==> src/rtl/ifu_pkg.sv <==
// Shared definitions for the instruction fetch unit: FSM state encodings,
// the default reset PC, instruction field bit positions and a small
// helper for the branch offset.
package ifu_pkg;

    // Default PC loaded on reset (word aligned)
    localparam logic [31:0] IFU_RESET_PC = 32'h0000_3000;

    // FSM state encodings
    localparam logic [1:0] IFU_IDLE  = 2'd0;
    localparam logic [1:0] IFU_FETCH = 2'd1;
    localparam logic [1:0] IFU_ISSUE = 2'd2;

    // Instruction field bit positions
    localparam int OP_HI      = 31;
    localparam int OP_LO      = 26;
    localparam int RS_HI      = 25;
    localparam int RS_LO      = 21;
    localparam int RT_HI      = 20;
    localparam int RT_LO      = 16;
    localparam int RD_HI      = 15;
    localparam int RD_LO      = 11;
    localparam int FUNCT_HI   = 5;
    localparam int FUNCT_LO   = 0;
    localparam int IMM_HI     = 15;
    localparam int IMM_LO     = 0;
    localparam int JTARGET_HI = 25;
    localparam int JTARGET_LO = 0;

    // Sign-extend a 16-bit immediate and scale it to a byte offset
    function automatic logic [31:0] branch_offset(input logic [15:0] imm);
        return {{14{imm[15]}}, imm, 2'b00};
    endfunction

endpackage

==> src/rtl/ifu_npc.sv <==
// Next-PC selection: jump target, taken branch or fall-through.
// Purely combinational; the caller decides when the result is committed.
module ifu_npc (
    input  logic [31:0] pc_plus4,
    input  logic [31:0] instr,
    input  logic        branch,
    input  logic        jump,
    input  logic        zero,
    output logic [31:0] next_pc
);
    import ifu_pkg::*;

    // The opcode field plays no part in target computation
    logic unused_op_bits;
    assign unused_op_bits = ^instr[OP_HI:OP_LO];

    // Jump wins over branch; a branch is taken only when the ALU reports zero
    always_comb begin
        next_pc = pc_plus4;
        if (jump) begin
            next_pc = {pc_plus4[31:28], instr[JTARGET_HI:JTARGET_LO], 2'b00};
        end else if (branch && zero) begin
            next_pc = pc_plus4 + branch_offset(instr[IMM_HI:IMM_LO]);
        end
    end

endmodule

==> src/rtl/ifu.sv <==
// Instruction fetch unit: owns the PC, fetches words over a req/ready
// handshake, holds the instruction register for decode and commits the
// next PC when the datapath acknowledges the instruction.
module ifu
    import ifu_pkg::*;
#(
    parameter logic [31:0] RESET_PC = IFU_RESET_PC
) (
    input  logic        clk,
    input  logic        reset,
    output logic        imem_req,
    output logic [31:0] imem_addr,
    input  logic        imem_ready,
    input  logic [31:0] imem_rdata,
    output logic        instr_valid,
    input  logic        instr_ack,
    input  logic        Branch,
    input  logic        Jump,
    input  logic        Zero,
    output logic [31:0] instr,
    output logic [5:0]  OP,
    output logic [5:0]  Funct,
    output logic [4:0]  rs,
    output logic [4:0]  rt,
    output logic [4:0]  rd,
    output logic [15:0] imm16,
    output logic [31:0] pc,
    output logic [31:0] pc_plus4,
    output logic [31:0] retired
);

    logic [1:0]  state_q, state_d;
    logic [31:0] pc_q, pc_d;
    logic [31:0] instr_q, instr_d;
    logic [31:0] retired_q, retired_d;
    logic [31:0] pc_plus4_w;
    logic [31:0] next_pc_w;

    assign pc_plus4_w = pc_q + 32'd4;

    ifu_npc u_npc (
        .pc_plus4 (pc_plus4_w),
        .instr    (instr_q),
        .branch   (Branch),
        .jump     (Jump),
        .zero     (Zero),
        .next_pc  (next_pc_w)
    );

    // FSM: IDLE -> FETCH (wait for ready) -> ISSUE (wait for ack) -> FETCH
    always_comb begin
        state_d   = state_q;
        pc_d      = pc_q;
        instr_d   = instr_q;
        retired_d = retired_q;
        case (state_q)
            IFU_IDLE: begin
                state_d = IFU_FETCH;
            end
            IFU_FETCH: begin
                if (imem_ready) begin
                    instr_d = imem_rdata;
                    state_d = IFU_ISSUE;
                end
            end
            IFU_ISSUE: begin
                if (instr_ack) begin
                    pc_d      = next_pc_w;
                    retired_d = retired_q + 32'd1;
                    state_d   = IFU_FETCH;
                end
            end
            default: begin
                state_d = IFU_IDLE;
            end
        endcase
    end

    // State registers with synchronous active-low reset
    always_ff @(posedge clk) begin
        if (!reset) begin
            state_q   <= IFU_IDLE;
            pc_q      <= RESET_PC;
            instr_q   <= 32'd0;
            retired_q <= 32'd0;
        end else begin
            state_q   <= state_d;
            pc_q      <= pc_d;
            instr_q   <= instr_d;
            retired_q <= retired_d;
        end
    end

    assign imem_req    = (state_q == IFU_FETCH);
    assign imem_addr   = {pc_q[31:2], 2'b00};
    assign instr_valid = (state_q == IFU_ISSUE);

    assign instr    = instr_q;
    assign OP       = instr_q[OP_HI:OP_LO];
    assign Funct    = instr_q[FUNCT_HI:FUNCT_LO];
    assign rs       = instr_q[RS_HI:RS_LO];
    assign rt       = instr_q[RT_HI:RT_LO];
    assign rd       = instr_q[RD_HI:RD_LO];
    assign imm16    = instr_q[IMM_HI:IMM_LO];
    assign pc       = pc_q;
    assign pc_plus4 = pc_plus4_w;
    assign retired  = retired_q;

endmodule

==> config.mk <==
export PLATFORM = sky130hd
export DESIGN_NAME = ifu
export DESIGN_NICKNAME = d
export VERILOG_FILES = /design/src/rtl/ifu_pkg.sv /design/src/rtl/ifu_npc.sv /design/src/rtl/ifu.sv
export SDC_FILE = /design/constraint.sdc
export NUM_CORES = 1
export LEC_CHECK = 0
export BUFFER_PORTS_ARGS = -buffer_cell sky130_fd_sc_hd__buf_2
export CAP_MARGIN = 10
export CORE_MARGIN = 4
export CORE_UTILIZATION = 40
export DETAILED_ROUTE_END_ITERATION = 6
export PLACE_DENSITY = 0.75
export SYNTH_ARGS = -nofsm -noshare
export SYNTH_HDL_FRONTEND = slang
export SYNTH_SLANG_ARGS = --single-unit
==> constraint.sdc <==
create_clock -name clk -period 4.93 [get_ports clk]
set_clock_uncertainty 0.2 [all_clocks]
set_input_delay 0.986 -clock clk [delete_from_list [all_inputs] [get_ports clk]]
set_output_delay 0.986 -clock clk [all_outputs]
set_load 0.01 [all_outputs]
=== Yosys cells after proc, flatten, opt, wreduce, memory -nomap -nowiden ===
Cells that the tools add are included.

* $add $sub $neg: 3
* Eq/ne operators: 4
* Muxes and demuxes: 5
* Reduce and logical (&&, ||, !) cells: 5

{| class="wikitable"
|+ Operators by type and width
! operator !! count
|-
| $mux W32 || 2
|-
| $add A32 B1 Y32 const B || 1
|-
| $add A32 B3 Y32 const B || 1
|-
| $add A32 B32 Y32 || 1
|-
| $pmux W2 S3 || 1
|-
| $reduce_and A2 Y1 || 3
|-
| $mux W2 || 2
|-
| $ne A2 B1 Y1 const B || 2
|-
| $eq A2 B1 Y1 const B || 1
|-
| $eq A2 B2 Y1 const B || 1
|-
| $logic_not A2 Y1 || 1
|-
| $logic_and A1 B1 Y1 || 1
|}

* Flip-flop bits (word level): 98
* Input bits: 39
* Output and inout port bits: 205
* Logic and storage cells: 21

=== Logic depth before layout (Yosys ltp) ===
Gate-level depths: netlist of run 1.

* Word-level depth: 4
* Mapped depth: 18
* Depth with buffers taken out: 17

=== Modules after synthesis ===
A second synthesis of run 1 with hierarchy kept.

* Cells, all modules: 965
* Area, all modules: 7,169.4 µm²

{| class="wikitable"
|+ By module, submodules not included
! module !! instances !! cells each !! area an instance (µm²) !! seq. area each (µm²)
|-
| ifu || 1 || 641 || 5,029.8 || 1,961.9
|-
| ifu_npc || 1 || 324 || 2,139.6 || 0.0
|}

=== Worst setup path before layout of run 1 ===
No wires, ideal clock.

* Kind: register to register
* Start: reg pc_q[4], in the netlist pc[4]
* End: reg pc_q[31], in the netlist pc[31]
* Library setup time: 0.070 ns
* Data arrival time: 3.924 ns
* Required time: 4.660 ns
* Path slack: 0.736 ns
* Stages on the path, launching flop included: 17
* Buffers on the path: 1
* Clock period less this slack: 4.194 ns
* Cells stage by stage: dfxtp_1 -> nand3_2 -> or3_1 -> buf_2 -> or3_4 -> nand2b_1 -> xnor2_1 -> ha_1 -> a21oi_1 -> nand2_1 -> a221oi_1 -> a41oi_1 -> o221ai_1 -> mux2i_1 -> xnor2_1 -> or3_1 -> a21boi_1

* Longest elaborated chain between the ends: 4

{| class="wikitable"
|+ RTL lines
! element !! RTL line !! text
|-
| from (decl) || ifu.sv:33 || <nowiki>logic [31:0] pc_q, pc_d;</nowiki>
|-
| from (signal assigned) || ifu.sv:88 || <nowiki>pc_q <= pc_d;</nowiki>
|-
| $add A32 B3 Y32 || ifu.sv:39 || <nowiki>assign pc_plus4_w = pc_q + 32'd4;</nowiki>
|-
| named net pc_plus4[23] || ifu.sv:28 || <nowiki>output logic [31:0] pc_plus4,</nowiki>
|-
| $add A32 B32 Y32 || ifu_npc.sv:23 || <nowiki>next_pc = pc_plus4 + branch_offset(instr[IMM_HI:IMM_LO]);</nowiki>
|-
| $mux W32 || ifu_npc.sv:22 || <nowiki>end else if (branch && zero) begin</nowiki>
|-
| $mux W32 || ifu_npc.sv:20 || <nowiki>if (jump) begin</nowiki>
|}

The timed path passes the listed nets, and every way through them passes these cells.
A chain may end at the register's enable or synchronous reset.

=== Worst setup path in the final report of run 1 ===
* Start: reg pc_q[2], in the netlist pc[2]
* End: reg pc_q[31], in the netlist pc[31]

* Longest elaborated chain between the ends: 4

{| class="wikitable"
|+ RTL lines
! element !! RTL line
|-
| $add A32 B3 Y32 (*) || ifu.sv:39
|-
| $add A32 B32 Y32 || ifu_npc.sv:23
|-
| $mux W32 || ifu_npc.sv:22
|-
| $mux W32 (*) || ifu_npc.sv:20
|}

Every way passes the cells marked *; elsewhere a longest branch is shown, timed or not.

==> impl_metrics.toml, run 1 <==
[pwr]
finalPower_mw = 1.76
leakagePower_nw = 3.87
power_frac_comb_pct = 13.3
internal_power_mw = 1.24
switching_power_mw = 0.521
power.share.switching_pct = 29.6
power_density_nw_per_um2 = 222
p_clk_share_pct = 40.1
seqPwrFrac_pct = 46.6
ir_worst_vdd_uv = 157

[place]
portBuffers = 237
post-place-ws_ns = 0.467
dp.cells = 1252
dp_hpwl_um = 15600
gp_congestion = 0.935

[sta]
tightest_slew_ns = 0.876
maxClockFrequency_mhz = 220
relSlewSlack_pct = 41.5
hold_viol = 0
finalMaxSlewViolations = 0
layout_setup_ws_ns = 0.394
finalCritPeriodShare_pct = 92.0
rsz0062_at_grt = "false"
finalSetupViolCount = 0
fin_setup_tns_ns = 0
hold_slack_ns = 0.274
fin_crit_ns = 4.54

[synth]
yosysUniqueCellTypes = 58
synth_simple_gate_area_share_pct = 24.1
synth-adder-area-share_pct = 7.09
synth_cells = 901
synthFlopType = "dfxtp_1"
syn_area_um2 = 6820
synth_top_family_by_area = "simple AND/OR/NAND/NOR gates"
synthXorXnorAreaFrac_pct = 10.2
ys_warn_count = 0
ys_ff_latch = 96
synth-edff-count = 0
ys_seq_area_share_pct = 28.2
synth-compound-area-share_pct = 18.2
synth_area_per_cell_um2 = 7.56
synthMuxAreaShare_pct = 0.587
ys_async_sr_fraction_pct = 0

[hold_path]
hold_end = "instr[30]$_SDFFE_PN0P_"
min_from = "instr[30]$_SDFFE_PN0P_"
hp-class = "reg2reg"
min_path_cells = 2

[route]
drc = 0
wl_per_cell_um = 16.0
route.vias.total = 6648
drt_iter0_markers = 557
wl_um = 20300
firstDrtPassIters = 5
drt.antenna.violating_nets = 0
via_per_inst = 5.24

[setup_path]
path_max_fanout = 9
cp_slowest_stage_delay_ns = 0.48
crit_path_end_kind = "register"
start_kind = "register"
critical-path-slowest-cell = "dfxtp_1"
r2r_end = "pc[31]$_SDFFE_PN0P_"
path_class = "reg2reg"
crit_arrival_ns = 4.62
ff2ff_setup_slack_ns = 0.39
r2r_cells = 16
path_cells = "ha_1, nand4_1, nor2_1, nand4_1, nor2_1, xor2_1, ha_1, nand4_1, nor2_1, a221oi_1, a41oi_1, o221ai_1, mux2i_1, xnor2_1, or3_1, a21boi_1"
r2r-start = "pc[2]$_SDFFE_PN0P_"
required_ns = 5.02

[global_route]
antenna_found_initial = 0
grt-ovfl-total = 0
grt_pass1_vias = 6233
grt_pass1_wl_um = 32500
grt_max_degree = 47
grt_usage_pct = 20.5

[final_layout]
seqCellArea_um2 = 1920
nets = 1120
fin_cells = 1268
multiInputGateArea_um2 = 4120
syn_to_final_growth_pct = 16.1
fill_cells = 1671
num_antenna_cells = 0
drive_above_1_share_pct = 25.9

[clock_network]
clock_latency_ns = 0.36
cts_tree = "yes"
ctsResizeCount = 0
cts-hold-fix-buffers = 0
clk_path_buf_depth = 2
cts-root-buf = "clkbuf_16"
numCtsBuffers = 9
clkSinkCount = 96
cts_max_level = 3
cts.clk_slew.worst_paths_ns = 0.07
cts_setup_buffers = 0

[floorplanning]
start_util_pct = 41.0
die_x_um = 139
die_area_um2 = 19200
rows = 47
ios = 244
die_height_um = 139
core_um2 = 16600

[flow_run]
cap_violations = 0

[status]
status = "finished, final reports clean"
==> power groups by stage <==
stage                     Sequential (mW)  Clock (mW)  Combinational (mW)
after CTS                           0.821       0.721               0.234
after global routing                0.824       0.748               0.261
after floorplan                     0.838           0               0.165
after global placement              0.838           0               0.231
after detailed placement            0.839           0               0.232
final                               0.821       0.706               0.235
==> cell families (layout without fill, tap and decap cells) <==
group | after synthesis | count (layout)
and+or+nand+nor | 353 | 353
AOI/OAI and AO/OA | 198 | 198
buffers and inverters | 132 | 274
DFF | 96 | 96
xor gates and xnor gates | 79 | 79
adders and majority gates | 38 | 38
muxes | 4 | 4
other | 1 | 6
==> layout by cell type, fill, tap and decap left out, types with 7 or more instances in the layout <==
cell type	netlist	layout
buf_2	2	237
nand2_1	146	146
dfxtp_1	96	96
nor2_1	82	81
a21oi_1	73	73
xor2_1	42	42
xnor2_1	37	37
ha_1	37	37
o21ai_0	34	34
nand3_1	31	31
a21boi_0	19	19
and3_1	15	15
and2_1	15	15
nand4_1	13	13
a21o_1	12	12
inv_1	11	11
nor2b_1	11	11
or3_1	9	9
clkbuf_16	0	9
buf_4	79	9
o211ai_1	8	8
and4_1	7	7
a31oi_1	7	7
==> state kept, by name, summed over array words and instances, names as in the netlist <==
register	cells
state_q	2
retired	32
pc	30
instr	32
==> worst max path at each step <==
stage / startpoint / to / slack, ns / depth (start not counted)
CTS: pc[2]$_SDFFE_PN0P_ / pc[31]$_SDFFE_PN0P_ / 0.43 / 16
global route: pc[2]$_SDFFE_PN0P_ / pc[31]$_SDFFE_PN0P_ / 0.0008 / 16
floorplan: pc[4]$_SDFFE_PN0P_ / pc[31]$_SDFFE_PN0P_ / 0.74 / 16
detailed placement: pc[2]$_SDFFE_PN0P_ / pc[31]$_SDFFE_PN0P_ / 0.47 / 16
finish: pc[2]$_SDFFE_PN0P_ / pc[31]$_SDFFE_PN0P_ / 0.39 / 16
global placement: pc[2]$_SDFFE_PN0P_ / pc[31]$_SDFFE_PN0P_ / 0.61 / 16
==> cell usage after synthesis, types with 4 or more instances <==
cell type | count | area [um^2]
o22ai_1 | 5 | 31.3
a21boi_0 | 19 | 143
xor2_1 | 42 | 368
a21o_1 | 12 | 90.1
a21oi_1 | 73 | 365
nor2b_1 | 11 | 68.8
a31oi_1 | 7 | 43.8
buf_1 | 4 | 15.0
nor3_1 | 5 | 25.0
o311ai_0 | 4 | 35.0
o21ai_0 | 34 | 170
xnor2_1 | 37 | 324
a221oi_1 | 4 | 35.0
o31ai_1 | 4 | 30.0
nand4_1 | 13 | 81.3
a211oi_1 | 5 | 37.5
ha_1 | 37 | 463
and3_1 | 15 | 93.8
dfxtp_1 | 96 | 1920
nor2_1 | 82 | 308
and4_1 | 7 | 61.3
nand3_1 | 31 | 155
clkbuf_1 | 35 | 131
and2_1 | 15 | 93.8
inv_1 | 11 | 41.3
o211ai_1 | 8 | 60.1
mux2i_1 | 4 | 40.0
nand2_1 | 146 | 548
nand2b_1 | 5 | 31.3
or3_1 | 9 | 56.3
buf_4 | 79 | 593
==> worst max-delay path, delay by kind of cell (launching register included) <==
kind,cells,cell delay (ns)
AOI/OAI and AO/OA,4,0.90
xor gates and xnor gates,2,0.37
adders and majority gates,2,0.62
DFF,1,0.48
muxes,1,0.24
and+or+nand+nor,7,1.66
==> layout make-up <==
class | instances | share of cell area (%)
flip-flops and latches | 96 | 24.3
well taps | 220 | 3.48
repair buffers | 246 | 15.8
clock buffers | 9 | 2.85
multi-input cells | 678 | 52.1
inverters | 12 | 0.569
clock inverters | 7 | 0.933
==> through the flow <==
stage / area, um^2 / util (%)
floorplan: 6830 / -
global placement: 7620 / 45.8
detailed placement: 7620 / 45.8
CTS: 7920 / 47.6
global route: 7920 / 47.6
finish: 7920 / 47.6
==> metal layers <==
layer	share of wire [%]	GRT usage (%)	vias up
li1	-	-	3312
met1	43	27.7	3045
met4	2.5	7.64	0
met5	0	0	-
met2	46	32.8	262
met3	8.2	3.83	29
(Power assumes the default switching activity.)
==> run 2, diff against run 1 <==
==> constraint.sdc (replaced) <==
create_clock -name clk -period 4.93 [get_ports clk]
set_clock_uncertainty 0.2 [all_clocks]
set_input_delay 0.986 -clock clk [delete_from_list [all_inputs] [get_ports clk]]
set_output_delay 0.986 -clock clk [all_outputs]
set_load 0.1 [all_outputs]
==> impl_metrics.toml, run 2 (synthesized netlist as in run 1, its figures left out) <==
[clock_network]
clkSinkCount = 96
cts_tree = "yes"
numCtsBuffers = 9
clk_path_buf_depth = 2
cts-root-buf = "clkbuf_16"
cts_setup_buffers = 0
cts-hold-fix-buffers = 0
cts.clk_slew.worst_paths_ns = 0.07
clock_latency_ns = 0.35
ctsResizeCount = 0
cts_max_level = 3

[floorplanning]
die_height_um = 139
start_util_pct = 41.0
die_x_um = 139
rows = 47
die_area_um2 = 19200
core_um2 = 16600
ios = 244

[pwr]
power_density_nw_per_um2 = 249
leakagePower_nw = 4.01
ir_worst_vdd_uv = 171
finalPower_mw = 2.06

[sta]
finalSetupViolCount = 0
relSlewSlack_pct = 45.2
fin_setup_tns_ns = 0
tightest_slew_ns = 0.822
rsz0062_at_grt = "false"
hold_viol = 0
finalCritPeriodShare_pct = 89.1
hold_slack_ns = 0.274
maxClockFrequency_mhz = 228
fin_crit_ns = 4.39
finalMaxSlewViolations = 0

[route]
drc = 0
route.vias.total = 6661
firstDrtPassIters = 7
drt_iter0_markers = 373
wl_per_cell_um = 16.2
wl_um = 20600
drt.antenna.violating_nets = 0
via_per_inst = 5.25

[global_route]
grt_max_degree = 48
grt-ovfl-total = 0
grt_usage_pct = 20.9
antenna_found_initial = 0
grt_pass1_vias = 6186
grt_pass1_wl_um = 33000

[hold_path]
hp-class = "reg2reg"
min_path_cells = 2
min_from = "instr[29]$_SDFFE_PN0P_"
hold_end = "instr[29]$_SDFFE_PN0P_"

[setup_path]
path_buf_inv = 1
r2r_end = "pc[31]$_SDFFE_PN0P_"
path_max_fanout = 10
critical-path-top-delay-family = "simple AND/OR/NAND/NOR gates"
critical-path-slowest-cell = "dfxtp_4"
path_class = "reg2reg"
start_kind = "register"
r2r_cells = 18
required_ns = 5.01
cp_slowest_stage_delay_ns = 0.39
ff2ff_setup_slack_ns = 0.54
r2r-start = "pc[2]$_SDFFE_PN0P_"
crit_arrival_ns = 4.47
path_cells = "ha_1, nand4_1, nor2_1, nand4_1, buf_4, nor2_2, and3_1, xor2_4, ha_1, a21oi_1, nor2b_1, nor2_1, nand2_1, o221ai_1, mux2i_1, xnor2_1, or3_1, a21boi_1"
crit_path_end_kind = "register"

[final_layout]
final_cell_mix = "buf_2, nand2_1, nor2_1"
final_util_pct = 49.6
nets = 1120
num_antenna_cells = 0
fill_cells = 1627
layout_commonest_cell = "buf_2"
drive_above_1_share_pct = 30.4
syn_to_final_growth_pct = 21.2

[flow_run]
cap_violations = 0

[status]
status = "finished, final reports clean"

[place]
dp_hpwl_um = 15700
portBuffers = 237
gp_congestion = 0.918
[run 2: layout make-up]
cell class	instances	area [um^2]	share of cell area (%)
clock inverter	7	73.8	0.894
clock buffer	9	225	2.73
timing repair buffer	246	1250	15.2
inverter	12	45.0	0.545
sequential	96	1950	23.6
tap	220	275	3.33
multi-input combinational	678	4430	53.7
[run 2: metal layers]
metal,GRT usage [%],vias to the layer above,wire length (um)
met2,33.8,272,9370
li1,-,3301,-
met4,6.66,0,397
met3,3.79,21,1610
met1,28.5,3067,9220
met5,0,-,0
[run 2: how the worst max path moves through the flow]
stage                                   from             endpoint  depth (start not counted)
after global placement    pc[8]$_SDFFE_PN0P_  pc[31]$_SDFFE_PN0P_                         15
final                     pc[2]$_SDFFE_PN0P_  pc[31]$_SDFFE_PN0P_                         18
after detailed placement  pc[2]$_SDFFE_PN0P_  pc[31]$_SDFFE_PN0P_                         18
after global routing      pc[2]$_SDFFE_PN0P_  pc[31]$_SDFFE_PN0P_                         18
after CTS                 pc[8]$_SDFFE_PN0P_  pc[31]$_SDFFE_PN0P_                         15
after floorplan           pc[8]$_SDFFE_PN0P_  pc[31]$_SDFFE_PN0P_                         16
[run 2: worst reg2reg max path, cell delays in order, from the launching register on]
cell and delay (ns):
dfxtp_4 0.39, ha_1 0.21, nand4_1 0.16, nor2_1 0.38, nand4_1 0.14, buf_4 0.21, nor2_2 0.28, and3_1 0.34
xor2_4 0.17, ha_1 0.35, a21oi_1 0.22, nor2b_1 0.08, nor2_1 0.15, nand2_1 0.07, o221ai_1 0.19, mux2i_1 0.24
xnor2_1 0.09, or3_1 0.31, a21boi_1 0.15
[run 2: where the power goes]
part           switching [mW]  internal (mW)
combinational           0.440         0.0912
clock                   0.349          0.359
sequential             0.0291          0.792
[run 2: stage by stage]
| step | worst slack, ns | instance area [um^2] | cells |
|---|---|---|---|
| after floorplan | 0.0107 | 7180 | 906 |
| after global placement | 0.739 | 7960 | 1252 |
| after detailed placement | 0.608 | 7960 | 1252 |
| after CTS | 0.585 | 8260 | 1268 |
| after global routing | 0.195 | 8260 | 1268 |
| final | 0.538 | 8260 | 1268 |
